===== src/rtl/byte_serial_adder.sv =====
// rtl/byte_serial_adder.sv - multi-cycle N-byte adder built around one 8-bit ripple-carry adder
//
// Purpose: latches wide operands on start, adds them one byte per clock
// (least-significant byte first) through a single 8-bit adder with a
// registered carry, then presents the wide sum with a one-cycle done pulse.
//
// Optional feature macro: BYTE_SERIAL_ADDER_SUB_EN
//   Adds input port sub; when sub=1 at the accepted start the block computes
//   A-B mod 2^W (B inverted, carry-in forced to 1), C_out=1 meaning no borrow.
//
// Ports:
//   clk    in   rising-edge clock
//   rst_n  in   asynchronous active-low reset
//   start  in   request, sampled only while idle
//   A, B   in   W-bit operands, captured on accepted start
//   C_in   in   carry into byte 0, captured on accepted start
//   sub    in   (macro only) subtract select, captured on accepted start
//   busy   out  high while an operation is running or completing
//   done   out  one-cycle pulse when S/C_out are updated
//   S      out  W-bit registered sum
//   C_out  out  registered carry out of the top byte

module byte_ripple_add8 (
    output logic       cout,
    output logic [7:0] s,
    input  logic [7:0] a,
    input  logic [7:0] b,
    input  logic       cin
);
    logic [8:0] c;

    assign c[0] = cin;

    for (genvar i = 0; i < 8; i++) begin : g_fa
        assign s[i]   = a[i] ^ b[i] ^ c[i];
        assign c[i+1] = (a[i] & b[i]) | (c[i] & (a[i] ^ b[i]));
    end

    assign cout = c[8];
endmodule

module byte_serial_adder #(
    parameter int NBYTES = 4
) (
    input  logic                  clk,
    input  logic                  rst_n,
    input  logic                  start,
    input  logic [8*NBYTES-1:0]   A,
    input  logic [8*NBYTES-1:0]   B,
    input  logic                  C_in,
`ifdef BYTE_SERIAL_ADDER_SUB_EN
    input  logic                  sub,
`endif
    output logic                  busy,
    output logic                  done,
    output logic [8*NBYTES-1:0]   S,
    output logic                  C_out
);
    localparam int W  = 8 * NBYTES;
    localparam int IW = $clog2(NBYTES + 1);
    localparam logic [IW-1:0] LAST_IDX = IW'(NBYTES - 1);

    typedef enum logic [1:0] {
        ST_IDLE = 2'd0,
        ST_RUN  = 2'd1,
        ST_DONE = 2'd2
    } state_t;

    state_t         state;
    logic [W-1:0]   op_a;
    logic [W-1:0]   op_b;
    logic [W-1:0]   res;
    logic           cy;
    logic [IW-1:0]  idx;

    logic [7:0]     sum8;
    logic           cout8;
    logic [W-1:0]   res_next;
    logic [W+7:0]   res_ext;
    logic [W-1:0]   b_load;
    logic           cy_load;

    byte_ripple_add8 u_add8 (
        .cout (cout8),
        .s    (sum8),
        .a    (op_a[7:0]),
        .b    (op_b[7:0]),
        .cin  (cy)
    );

    // New sum byte enters at the top; after NBYTES shifts byte 0 sits at the
    // bottom. Widening first keeps this valid for NBYTES=1.
    assign res_ext  = {sum8, res};
    assign res_next = res_ext[W+7:8];

    always_comb begin
        b_load  = B;
        cy_load = C_in;
`ifdef BYTE_SERIAL_ADDER_SUB_EN
        if (sub) begin
            b_load  = ~B;
            cy_load = 1'b1;
        end
`endif
    end

    always_ff @(posedge clk or negedge rst_n) begin
        if (!rst_n) begin
            state <= ST_IDLE;
            op_a  <= '0;
            op_b  <= '0;
            res   <= '0;
            cy    <= 1'b0;
            idx   <= '0;
            busy  <= 1'b0;
            done  <= 1'b0;
            S     <= '0;
            C_out <= 1'b0;
        end else begin
            case (state)
                ST_IDLE: begin
                    done <= 1'b0;
                    if (start) begin
                        op_a  <= A;
                        op_b  <= b_load;
                        cy    <= cy_load;
                        idx   <= '0;
                        busy  <= 1'b1;
                        state <= ST_RUN;
                    end
                end
                ST_RUN: begin
                    res  <= res_next;
                    op_a <= op_a >> 8;
                    op_b <= op_b >> 8;
                    cy   <= cout8;
                    idx  <= idx + IW'(1);
                    if (idx == LAST_IDX) begin
                        S     <= res_next;
                        C_out <= cout8;
                        done  <= 1'b1;
                        state <= ST_DONE;
                    end
                end
                ST_DONE: begin
                    // start is deliberately not looked at here: no queuing.
                    done  <= 1'b0;
                    busy  <= 1'b0;
                    state <= ST_IDLE;
                end
                default: begin
                    done  <= 1'b0;
                    busy  <= 1'b0;
                    state <= ST_IDLE;
                end
            endcase
        end
    end
endmodule


===== config.mk =====
export PLATFORM = sky130hd
export DESIGN_NAME = byte_serial_adder
export DESIGN_NICKNAME = d
export VERILOG_FILES = /design/src/rtl/byte_serial_adder.sv
export SDC_FILE = /design/constraint.sdc
export NUM_CORES = 1
export LEC_CHECK = 0
export ABC_CLOCK_PERIOD_IN_PS = 10550
export CORE_MARGIN = 2
export CORE_UTILIZATION = 56
export DETAILED_ROUTE_END_ITERATION = 10
export GPL_TIMING_DRIVEN = 0
export PLACE_DENSITY_LB_ADDON = 0.12
export SETUP_SLACK_MARGIN = 0.1
export SYNTH_ARGS = -nofsm -noshare
export SYNTH_HDL_FRONTEND = slang
export SYNTH_SLANG_ARGS = --single-unit

===== constraint.sdc =====
create_clock -name clk -period 10.55 [get_ports clk]
set_clock_uncertainty 0.05 [all_clocks]
set_input_delay 2.11 -clock clk [delete_from_list [all_inputs] [get_ports clk]]
set_output_delay 2.11 -clock clk [all_outputs]
set_load 0.01 [all_outputs]

==> impl_results.md <==
* Data arrival, critical path at 4290 ps
* Vias in the first global route at 4246
* Synthesized area at 5520 um2
* GRT Resource Usage Total at roughly a quarter
* Cell taking the most area after synthesis: dfrtp_1
* Post-CTS Resized at 0
* Register area share after synthesis at approximately three fifths
* Critical path cell sequence: fa_1 > inv_1 > fa_1 > inv_1 > fa_1 > fa_1 > fa_1 > fa_1 > fa_1 > inv_1 > fa_1 > o21ai_0
* Largest net degree at the start of global routing at 99
* Outcome: finished clean
* Mean Syn Cell Area at approximately 12 um2
* Peak supply drop at 167 uV
* Hold Path Class: register to register
* DP Area at slightly below 7000 um2
* Routed len/inst at between 15 and 20 um
* Asr flop ratio synth at between 90% and 100%
* Clock root buffer: clkbuf_8
* Critical Path End Type: register
* Antenna Nets Post-Route at 0
* Crit Path Category: register to register
* Netlist cell types at 27
* Gate Count Post-Synth at 453
* Worst-margin pin slew at roughly 510 ps
* Ys flop type: dfrtp_1
* Launch point of the worst hold path: done
* Final Slew Violations at 0
* YS warnings at 0
* Crit path required time at 10910 ps
* Die Y at 103 um
* FF-to-FF End: res[31]
* RSZ-0062 raised after global routing: no
* Final period utilization at 37.2%
* Nets@finish at about 650
* Worst-path fanout max at 3
* Switching Fraction at 34.5%
* Final setup violating endpoints at 0
* Top post-synthesis cells by count: 129 x dfrtp_1, 77 x o22ai_1, 46 x a21oi_1
* Chip width at 103 um
* Max Root-Sink Buffers at 2
* GP Congestion at slightly below 0.9
* Core area at between 9000 and 10000 um2
* Finished Layout Cells at 721
* Min Clock Period, post-route at 3930 ps
* Syn-to-layout area delta at 32.3%
* FP Rows at 36
* Worst skew pair latency at between 500 and 600 ps
* DPL Wire Length at just over 9000 um
* Starting Density at 57.0%
* IO Port Bufs at 102
* Reg-to-reg slack, setup at 6620 ps
* Slew headroom at between 60% and 70%
* Number of flops mapped to enable cells by yosys at 0
* Hold buffers post-CTS at 0
* Max stage delay cell, worst path: dfrtp_1
* Initial antenna violation count at 0
* Postcts setup bufs at 0
* H-Tree Depth at 4
* Sequential cell fraction of total power at 37.8%
* Clock network fraction of design power at 22.9%
* Final Hold Fails at 0
* CP delay by family, top: adder cells
* Fmax achieved at roughly 0.25 GHz
* Diodes inserted at 0
* #FFs+latches synth at 129
* Cells after DPL at 689
* Via count at 4206
* Final instance area at 7300 um2
* Top-count cell post-synth: dfrtp_1
* DRT iter0 DRCs at around 250
* Remaining global-route overflow at 0
* PwrDens at 334 nW/um2
* Leakage at approximately 3.2 nW
* Final TNS setup at 0 ps
* Max incr delay on CP at about 420 ps
* Critical path buffers and inverters at 3
* Vias/cell at ~6
* Sink Count at 129
* DRT Pass-1 Iters at 5
* Worst setup SP type: register
* Share of cells above drive strength 1 at 20.2%
* Yosys top cell area share at 58.5%
* R2R depth at 12
* Hold EP: done
* Num CTS Buffers at 17
* Hold Path Depth at 2
* First-pass GRT wire length at roughly 21000 um
* Comb pwr share at roughly two fifths
* I/O pins at 103
* Syn_nets at 531
* Final WL at around 13000 um
* Ranking of synthesized cells by area: dfrtp_1 58%, o22ai_1 8.7%, mux2_2 5.9%
* Switch Pwr at 0.843 mW
* DR DRC count at 0
* Worst r2r src: op_a[0]
* Die area at approximately 11000 um2
* Most frequent CP cell: fa_1
* Max-Cap Viols at 0
* Int Pwr at approximately 1.6 mW
* Clock transition at path regs at ~60 ps
* CTS tree: done
## placed cells by master (no fill, tap or decap), types with 5 or more instances in the layout
cell	n
nand3b_1	5
o21ai_0	30
fa_1	8
clkdlybuf4s50_1	101
clkbuf_1	8
clkbuf_16	16
inv_1	11
buf_2	23
dfrtp_1	129
mux2_2	29
a22o_1	5
o22ai_1	77
buf_6	5
nand2_1	18
a21oi_1	46
mux2_4	20
nor2_1	18
## worst reg2reg max path, stage by stage (launching register included)
cell,delay [ps]
dfrtp_1,420
fa_1,420
inv_1,80
fa_1,160
inv_1,50
fa_1,380
fa_1,410
fa_1,400
fa_1,390
fa_1,370
inv_1,90
fa_1,420
o21ai_0,200
## routing by layer
metal | part of all wire, % | global-route usage, %
met5 | 0 | 0
met4 | 1.6 | 7.69
met2 | 52 | 46.6
met3 | 4.5 | 5.31
met1 | 42 | 33.9
## cell type report
| class | instances | area, um2 |
|---|---|---|
| plain buffers | 36 | 201 |
| clock buffers | 19 | 432 |
| clock inverters | 13 | 136 |
| fillers | 644 | 2380 |
| inverters | 13 | 48.8 |
| multi-input cells | 275 | 2040 |
| flip-flops and latches | 129 | 3230 |
| well taps | 133 | 166 |
| repair buffers | 103 | 1050 |
## registers in the layout (all words and copies together), names as in the netlist, 2 cells and up
| signal | cells |
|---|---|
| S | 32 |
| state | 2 |
| idx | 3 |
| res | 24 |
| op_a | 32 |
| op_b | 32 |
## cell families after synthesis
group	after synthesis	synth area share (%)
DFF	129	58.5
AOI/OAI and AO/OA	166	17.9
and+or+nand+nor	47	3.81
muxes	52	12.0
buffers and inverters	49	4.53
adders and majority gates	10	3.35
## power groups by stage
stage | clock network (mW) | registers (mW) | logic [mW]
global placement | 0 | 0.907 | 0.899
CTS | 0.563 | 0.918 | 0.962
global route | 0.586 | 0.949 | 1.05
detailed placement | 0 | 0.920 | 0.942
floorplan | 0 | 0.897 | 0.602
finish | 0.558 | 0.922 | 0.960
## per-stage QoR
stage	setup slack [ps]	utilization [%]	hold slack [ps]	power, mW
after global placement	2450	69.3	433	1.81
after CTS	6610	75.4	449	2.44
final	6620	75.4	448	2.44
after global routing	6480	75.4	471	2.58
after floorplan	6890	-	416	1.50
after detailed placement	6670	69.6	435	1.86
## worst max path at each step
stage	startpoint	endpoint	cells after the start	slack, ps
detailed placement	op_a[0]	res[31]	12	6670
CTS	op_a[0]	res[31]	12	6610
global route	op_a[0]	res[31]	12	6480
floorplan	op_a[0]	S[31]	12	6890
global placement	rst_n	op_a[28]	1	2450
finish	op_a[0]	res[31]	12	6620
(Power assumes the default switching activity.)
